<file path="src/rtl/memory_access_unit.sv">
// Load/store execution unit: byte-addressed synchronous RAM plus memory-mapped 8-bit output
// channels. Misaligned RAM accesses that cross a word are split, and faults are reported.
module memory_access_unit #(
  parameter int unsigned RAM_ADDR_BITS      = 8,
  parameter logic [31:0] IO_BASE            = 32'h0000_2000,
  parameter int unsigned IO_CHANNELS        = 4,
  parameter bit          MISALIGNED_SUPPORT = 1'b1
) (
  input  logic                     clk,
  input  logic                     reset_n,
  input  logic [2:0]               subfunction_3,
  input  logic [31:0]              input_register1_value,
  input  logic [31:0]              input_register2_value,
  input  logic [31:0]              immediate,
  input  logic                     opcode_is_load,
  input  logic                     opcode_is_store,
  output logic                     clk_stall,
  output logic                     load_error,
  output logic                     store_error,
  output logic [31:0]              result_to_write_rd,
  output logic [8*IO_CHANNELS-1:0] memory_mapped_io,
  output logic [IO_CHANNELS-1:0]   io_write_strobe
);

  localparam int unsigned Words    = 1 << (RAM_ADDR_BITS - 2);
  localparam int unsigned IdxW     = (RAM_ADDR_BITS > 2) ? RAM_ADDR_BITS - 2 : 1;
  localparam int unsigned ChW      = (IO_CHANNELS > 1) ? $clog2(IO_CHANNELS) : 1;
  localparam logic [32:0] RamLimit = 33'd1 << RAM_ADDR_BITS;
  localparam logic [32:0] IoLo     = {1'b0, IO_BASE};
  localparam logic [32:0] IoHi     = {1'b0, IO_BASE} + 33'(IO_CHANNELS);

  typedef enum logic [1:0] {StIdle, StFirst, StSecond, StDone} state_e;
  state_e state_q, state_d;

  logic                         op, both, legal, load_legal, store_legal;
  logic                         io_touch, io_hit, in_ram, misal, fault, crossing;
  logic                         is_load, ram_store, io_store;
  logic [31:0]                  addr;
  logic [1:0]                   off, align_mask;
  logic [2:0]                   size;
  logic [3:0]                   size_mask;
  logic [32:0]                  last;
  logic [ChW-1:0]               io_idx;
  logic [IO_CHANNELS-1:0]       io_onehot;
  logic [7:0]                   be_wide;
  logic [63:0]                  wdata_wide, window;
  logic [IdxW-1:0]              word0_idx, word1_idx, rd_idx, wr_idx;
  logic                         wr_en, io_write, cap_result;
  logic [3:0]                   wr_be;
  logic [31:0]                  wr_data, raw, load_value;
  logic [31:0]                  mem [Words];
  logic [31:0]                  rdata_q, lo_q, result_q;
  logic                         ld_err_q, st_err_q;
  logic [IO_CHANNELS-1:0][7:0]  chan_q;
  logic [IO_CHANNELS-1:0]       strobe_q;

  assign op          = opcode_is_load | opcode_is_store;
  assign both        = opcode_is_load & opcode_is_store;
  assign addr        = input_register1_value + immediate;
  assign off         = addr[1:0];
  assign load_legal  = (subfunction_3[1:0] != 2'b11) && (subfunction_3 != 3'b110);
  assign store_legal = !subfunction_3[2] && (subfunction_3[1:0] != 2'b11);
  assign legal       = opcode_is_load ? load_legal : store_legal;

  always_comb begin
    unique case (subfunction_3[1:0])
      2'b00:   begin size = 3'd1; size_mask = 4'b0001; align_mask = 2'b00; end
      2'b01:   begin size = 3'd2; size_mask = 4'b0011; align_mask = 2'b01; end
      default: begin size = 3'd4; size_mask = 4'b1111; align_mask = 2'b11; end
    endcase
  end

  // Classification uses the whole byte span so any byte outside a region faults.
  assign last     = {1'b0, addr} + {30'b0, size} - 33'd1;
  assign io_touch = ({1'b0, addr} < IoHi) && (last >= IoLo);
  assign io_hit   = io_touch && (size == 3'd1);
  assign in_ram   = last < RamLimit;
  assign misal    = |(off & align_mask);
  assign fault    = both || !legal || (io_touch && !io_hit) || (!io_touch && !in_ram) ||
                    (!io_touch && misal && !MISALIGNED_SUPPORT);

  assign io_idx    = ChW'(addr - IO_BASE);
  assign io_onehot = IO_CHANNELS'(1) << io_idx;
  assign is_load   = opcode_is_load & !opcode_is_store;
  assign ram_store = opcode_is_store & !opcode_is_load & !io_hit;
  assign io_store  = opcode_is_store & !opcode_is_load & io_hit;

  // Access laid across two consecutive words; the upper half belongs to the second word.
  assign be_wide    = 8'({4'b0, size_mask} << off);
  assign wdata_wide = 64'({32'b0, input_register2_value} << {off, 3'b000});
  assign crossing   = |be_wide[7:4];
  assign word0_idx  = addr[IdxW+1:2];
  assign word1_idx  = word0_idx + IdxW'(1);

  always_ff @(posedge clk or negedge reset_n) begin
    if (!reset_n) state_q <= StIdle;
    else          state_q <= state_d;
  end

  always_comb begin
    state_d = state_q;
    unique case (state_q)
      StIdle:   if (op) state_d = fault ? StDone : StFirst;
      StFirst:  state_d = (crossing && !io_hit) ? StSecond : StDone;
      StSecond: state_d = StDone;
      StDone:   state_d = StIdle;
      default:  state_d = StIdle;
    endcase
  end

  // RAM reads are issued one state ahead of where the data is consumed.
  always_comb begin
    clk_stall  = 1'b0;
    rd_idx     = word0_idx;
    wr_en      = 1'b0;
    wr_idx     = word0_idx;
    wr_be      = be_wide[3:0];
    wr_data    = wdata_wide[31:0];
    io_write   = 1'b0;
    cap_result = 1'b0;
    unique case (state_q)
      StIdle: clk_stall = op;
      StFirst: begin
        clk_stall  = 1'b1;
        rd_idx     = word1_idx;
        wr_en      = ram_store;
        io_write   = io_store;
        cap_result = is_load && (state_d == StDone);
      end
      StSecond: begin
        clk_stall  = 1'b1;
        wr_en      = ram_store;
        wr_idx     = word1_idx;
        wr_be      = be_wide[7:4];
        wr_data    = wdata_wide[63:32];
        cap_result = is_load;
      end
      default: ;
    endcase
  end

  always_comb begin
    window = (state_q == StSecond) ? {rdata_q, lo_q} : {32'b0, rdata_q};
    raw    = io_hit ? {24'b0, chan_q[io_idx]} : 32'(window >> {off, 3'b000});
    unique case (subfunction_3[1:0])
      2'b00:   load_value = {{24{!subfunction_3[2] & raw[7]}}, raw[7:0]};
      2'b01:   load_value = {{16{!subfunction_3[2] & raw[15]}}, raw[15:0]};
      default: load_value = raw;
    endcase
  end

  always_ff @(posedge clk) begin
    rdata_q <= mem[rd_idx];
    if (wr_en) begin
      for (int i = 0; i < 4; i++) begin
        if (wr_be[i]) mem[wr_idx][8*i +: 8] <= wr_data[8*i +: 8];
      end
    end
  end

  always_ff @(posedge clk or negedge reset_n) begin
    if (!reset_n) begin
      lo_q     <= '0;
      result_q <= '0;
      ld_err_q <= 1'b0;
      st_err_q <= 1'b0;
      chan_q   <= '0;
      strobe_q <= '0;
    end else begin
      ld_err_q <= (state_q == StIdle) && fault && opcode_is_load;
      st_err_q <= (state_q == StIdle) && fault && opcode_is_store;
      strobe_q <= io_write ? io_onehot : '0;
      if (io_write) chan_q[io_idx] <= input_register2_value[7:0];
      if (state_q == StFirst) lo_q <= rdata_q;
      if (cap_result) result_q <= load_value;
    end
  end

  assign load_error         = ld_err_q;
  assign store_error        = st_err_q;
  assign result_to_write_rd = result_q;
  assign memory_mapped_io   = chan_q;
  assign io_write_strobe    = strobe_q;

endmodule
</file>
<file path="config.mk">
export PLATFORM = sky130hd
export DESIGN_NAME = memory_access_unit
export DESIGN_NICKNAME = d
export VERILOG_FILES = /design/src/rtl/memory_access_unit.sv
export SDC_FILE = /design/constraint.sdc
export NUM_CORES = 2
export LEC_CHECK = 0
export CORE_ASPECT_RATIO = 1.25
export CORE_MARGIN = 3
export CORE_UTILIZATION = 55
export CTS_CLUSTER_SIZE = 16
export DETAILED_ROUTE_END_ITERATION = 7
export DONT_BUFFER_PORTS = 1
export GPL_ROUTABILITY_DRIVEN = 0
export GPL_TIMING_DRIVEN = 0
export PLACE_DENSITY = 0.67
export SYNTH_ARGS = -nofsm -noshare
export SYNTH_HDL_FRONTEND = slang
export SYNTH_SLANG_ARGS = --single-unit
</file>
<file path="constraint.sdc">
create_clock -name clk -period 7 [get_ports clk]
set_input_delay 1.75 -clock clk [delete_from_list [all_inputs] [get_ports clk]]
set_output_delay 1.75 -clock clk [all_outputs]
set_load 0.02 [all_outputs]
</file>
Word level (Yosys, flattened, before mapping)
Memory sizes are Yosys's and may differ from the RTL's. A register that Yosys moved wholly into a read port is not among the register bits. Index checks and enable logic that the tools add are counted.

Register bits: 104. RAM bits: 2048. Bits of input ports: 103. Output and inout port bits: 71. Memories: 1.

Memories: mem (depth 64, bits a word 32, read ports 1, clocked after Yosys merged registers in 1, wr ports 1, RTL line 51) `logic [31:0] mem [Words];`.

Add/subtract/negate cells: 5. $lt $le $gt $ge: 5. Eq/ne operators: 8. Shift operators: 4. Mux-type cells: 36. Bitwise logic cells: 8. Reductions and logical operators: 26.

Operator list (number): $mux 32 (2); $mux 64 (1); $pmux 32 s2 (1); $shl 32x5->64 (1); $shr 64x5->32 (1); $add 32x3->33 (1); $ge 33x14->1 const B (1); $lt 33x9->1 const B (1); $sub 33x1->33 const B (1); $add 32x32->32 (1); $bwmux 32 (1); $lt 32x14->1 const B (1); $bmux 8 s2 (1); $demux 8 s2 (1); $mux 1 (16); $mux 8 (2); $logic_and 1x1->1 (12); $mux 6 (2); $mux 4 (2); $pmux 2 s4 (1); $pmux 4 s2 (1); $shl 4x2->8 (1); $and 1x1->1 (7); $logic_not 1->1 (7); 18 further kinds (26).

Depth between registers and ports, before layout
Depth after elaboration: 17. Mapped depth: 32. Depth with buffers taken out: 29.

Worst setup path before layout
OpenSTA, ideal clock, no wires.

Kind: input-to-reg. Start point: input input_register1_value[0]. End point: memory mem[22][16] (enable). Setup time: 0.383 ns. Arrival: 8.362 ns. Data required time: 6.617 ns. Path slack: -1.745 ns. Stages on the path: 28. Path through: ha_1 fa_1 inv_1 clkbuf_1 clkbuf_1 clkbuf_1 ha_1 inv_1 ha_1 a211o_1 a311oi_1 a221oi_1 o211ai_1 a41oi_1 a2111o_1 a21oi_1 o211ai_1 a311o_1 xnor2_1 nand4_1 a2111oi_2 nand2b_1 buf_4 and3_1 buf_4 nand2_2 buf_1 nor3_1.

Cells in the longest elaborated chain, start to end: 11. Elaborated cells between the ends (all ways): 17. Those cells by class: add/sub: 4; order compare: 2; shift: 1; mux: 6; bitwise: 1; reduce/logical: 3.

Ends and longest elaborated chain: start, declared (RTL line 12) `input logic [31:0] input_register1_value,`; $add 32x32->32 * (RTL line 59) `assign addr = input_register1_value + immediate;`; $add 32x3->33 (RTL line 74) `assign last = {1'b0, addr} + {30'b0, size} - 33'd1;`; $sub 33x1->33 (RTL line 74); $ge 33x14->1 (RTL line 75) `assign io_touch = ({1'b0, addr} < IoHi) && (last >= IoLo);`; $logic_and 1x1->1 (RTL line 75); $logic_and 1x1->1 (RTL line 76) `assign io_hit = io_touch && (size == 3'd1);`; $logic_not 1->1 (RTL line 85) `assign ram_store = opcode_is_store & !opcode_is_load & !io_hit;`; $and 1x1->1 (RTL line 85); $mux 1 (RTL line 121) `unique case (state_q)`; $mux 1 (RTL line 154) `if (wr_en) begin`; $mux 1 (implied by the code) (RTL line 156) `if (wr_be[i]) mem[wr_idx][8*i +: 8] <= wr_data[8*i +: 8];`; end, declared (RTL line 51).

Mark *: on every way between the ends. The rest lies on a longest branch, timed or not.

Worst setup path in the final report
Start point: input immediate[0]. End point: register rdata_q[23], read port of mem.

Cells in the longest elaborated chain, start to end: 3.

Ends and longest elaborated chain: start, declared (RTL line 14) `input logic [31:0] immediate,`; $add 32x32->32 * (RTL line 59); $add 6x1->6 (RTL line 93) `assign word1_idx = word0_idx + IdxW'(1);`; $mux 6 * (RTL line 121); end, declared (RTL line 52) `logic [31:0] rdata_q, lo_q, result_q;`.

Marked as above. A chain may end at the register's enable or synchronous reset.

==> flow_summary.json <==
{
  "outcome": "finished, violations left",
  "violations": "capacitance limit, slew limit, setup timing",
  "yosysSeqAreaShare_pct": 71.0,
  "syn_to_final_growth_pct": 21.4,
  "initial_core_util_pct": 55.5,
  "fp.coreArea_um2": 164000,
  "die_h_um": 461,
  "required_ns": 7.67,
  "final_cell_mix": "2048 x edfxtp_1, 520 x mux4_2, 227 x a211oi_1, 224 x clkbuf_1, 219 x mux2i_1",
  "cp_max_fo": 10,
  "synth_warnings": 0,
  "critical_path_class": "input pin to flop",
  "nNetsFinal": 5881,
  "finalCriticalPeriod_ns": 7.60,
  "num_vias": 53400,
  "io_buffers": 0,
  "finClkSkew_ns": 0.0440,
  "fmax_mhz": 132,
  "antenna_found_initial": 18,
  "multi_input_area_um2": 28100,
  "vias_per_cell": 6.62,
  "synthesis.nets": 5198,
  "cts_tree": "built",
  "nFillCells": 10500,
  "synth-seq-cells": 2184,
  "max-cap-violations": 15,
  "period_share_pct": 109,
  "slew_violations": 153,
  "setup.worst_path.end_class": "flop",
  "setup_viol_count_final": 2131,
  "fin_util_pct": 67.4,
  "die_w_um": 370,
  "hp-class": "flop to flop",
  "layout_commonest_cell": "edfxtp_1",
  "synth_edf_count": 2048,
  "p_leak_nw": 38.0,
  "grt_max_degree": 105,
  "row_count": 166,
  "syn_area_per_cell_um2": 18.2,
  "clkLatencyLatePin_ns": 0.87,
  "drcViolationCount": 0,
  "synth.distinct_cells": 84,
  "cts_made_buffers": 203,
  "num_io_pins": 174,
  "die-area_um2": 171000,
  "placed_cell_area_um2": 97000,
  "hold_buffers": 0,
  "maxSlewHeadroom_pct": -6.55,
  "grt_overflow": 0,
  "power_mw": 44.7,
  "hold_viol_final": 0,
  "post_drt_wl_per_cell_um": 34.4,
  "whs_ns": 0.497,
  "grt_pass1_wl_um": 388000,
  "firstDrtPassIters": 5,
  "hpwl_um": 188000,
  "h-tree-depth": 4,
  "cts.path.max_buffers": 3,
  "drive_gt1_share_pct": 32.0,
  "seq_area_um2": 64700,
  "fin_ws_ns": -0.603,
  "routed_wirelength_um": 278000,
  "synth_flop_cell": "edfxtp_1",
  "grt_pass1_vias": 53500,
  "async_flop_share_pct": 4.76,
  "synth_area_um2": 91200,
  "start_kind": "input pin",
  "netlist_instances": 5008,
  "final_area_um2": 111000,
  "rsz0062_at_grt": "true",
  "drtAntennaViolNets": 0,
  "ir_drop_uv": 253,
  "track_usage_pct": 32.6,
  "clock-sinks": 2184,
  "drt_iter0_drc": 7428,
  "clock-root-buffer": "clkbuf_16",
  "power_density_nw_per_um2": 404,
  "worst_slew_pin_slew_ns": 1.60,
  "arrival_ns": 8.28,
  "clkSlewWorstSetupHoldPaths_ns": 0.07
}
==> Yosys cell counts (all sizes together) (3+ instances only) <==
library cell  number  share of area [%]
edfxtp          2048                 67
mux4             520                 13
nor3             272                1.6
a211oi           234                1.9
clkbuf           232               0.95
mux2i            219                2.4
a21oi            202                1.1
nand2            177               0.74
nor2b            138               0.95
dfrtp            104                2.9
buf               99               0.46
mux2              91                1.1
ha                85                1.2
inv               80               0.33
o21ai             79               0.43
nor2              76               0.32
dfxtp             32               0.70
xnor2             31               0.31
nand3             29               0.16
o22ai             27               0.19
xor2              21               0.20
a21o              20               0.16
a31oi             17               0.12
o211ai            17               0.15
and3              15               0.10
nand4             11              0.075
o21a              11              0.091
and2              10              0.069
nand2b             9              0.062
a22o               8              0.077
a2111oi            7               0.11
a221oi             6              0.078
o21bai             6              0.049
or2                6              0.041
o2111ai            5              0.048
o31ai              5              0.041
a41oi              4              0.038
maj3               4              0.045
nor4               4              0.027
or3                4              0.027
a22oi              3              0.025
nand4b             3              0.029
o211a              3              0.033
==> cells by family after synthesis <==
logic type               count (synthesis)  share of synthesized area, %
AO/OA/AOI/OAI                          678                          4.94
XOR/XNOR                                52                         0.507
adder cells (fa/ha/maj)                 91                          1.25
buffers and inverters                  412                          1.75
flip-flops                            2184                          71.0
multiplexers                           830                          16.4
AND/OR/NAND/NOR                        761                          4.22
==> sequential cells by signal, summed over array words and instances (netlist names) <==
signal / cells
rdata_q: 32
store_error: 1
load_error: 1
state_q: 2
io_write_strobe: 4
memory_mapped_io: 32
result_to_write_rd: 32
mem: 2048
lo_q: 32
==> per-layer routing <==
layer  vias to the layer above  track usage [%]  wire, µm
met5                         -                0        86
met4                        12             19.1     18200
met3                       722             8.45     28700
met2                      3078             52.0    135000
met1                     27700             40.5     95800
li1                      21900                -         -
==> critical path, stage by stage <==
cell,delay [ns]
ha_4,0.15
fa_2,0.41
a21o_1,0.19
a21oi_1,0.24
xnor2_2,0.30
ha_1,0.34
nand3_1,0.13
xnor2_2,0.68
clkbuf_1,0.61
buf_1,1.14
clkbuf_1,0.65
a211oi_1,0.17
a21oi_1,0.43
a21oi_1,0.18
a21oi_1,0.88
==> worst paths after layout <==
check / from / to / slack, ns / cells after the start
worst max register to register: state_q[1] / rdata_q[15] / 0.38 / 12
min in group asynchronous: reset_n / memory_mapped_io[16] / 0.57 / 0
worst min register to register: rdata_q[29] / lo_q[29] / 0.50 / 1
max in group asynchronous: reset_n / lo_q[23] / 6.28 / 0
worst min-delay path: rdata_q[29] / lo_q[29] / 0.50 / 1
worst max-delay path: immediate[0] / rdata_q[23] / -0.60 / 15
==> where the power goes <==
| part | internal, mW | switching, mW | total (mW) | leakage (nW) |
|---|---|---|---|---|
| sequential | 15.9 | 0.411 | 16.3 | 20.2 |
| clock | 6.04 | 4.91 | 10.9 | 3.20 |
| combinational | 6.28 | 11.2 | 17.5 | 14.6 |
==> cell type report <==
| type | instances | area share (%) |
|---|---|---|
| Tap cell | 2184 | 2.47 |
| Antenna cell | 17 | 0.0384 |
| Timing Repair Buffer | 480 | 5.86 |
| Inverter | 81 | 0.274 |
| Clock buffer | 245 | 4.85 |
| Sequential cell | 2184 | 58.4 |
| Multi-Input combinational cell | 2413 | 25.4 |
| Buffer | 328 | 1.66 |
| Clock inverter | 136 | 1.06 |
==> stage by stage <==
step,instances,setup TNS (ns),worst slack (ns)
2_1_floorplan,5008,-2236.93,-0.945
3_3_place_gp,7192,-,-6.54
3_5_place_dp,7245,-5811.94,-3.13
4_1_cts,8016,-507.52,-0.354
5_1_grt,8052,-1197.59,-0.695
6_report,8068,-697.93,-0.603
==> timing repair <==
action | 4_1_cts | 5_1_grt
cloned | 13 | 10
setup buffers | 380 | 24
endpoints found under the setup margin | 2149 | 2144
pin swaps | 277 | 67
gates resized for setup | 308 | 187
Note: power is estimated with default switching activity, not from simulation.
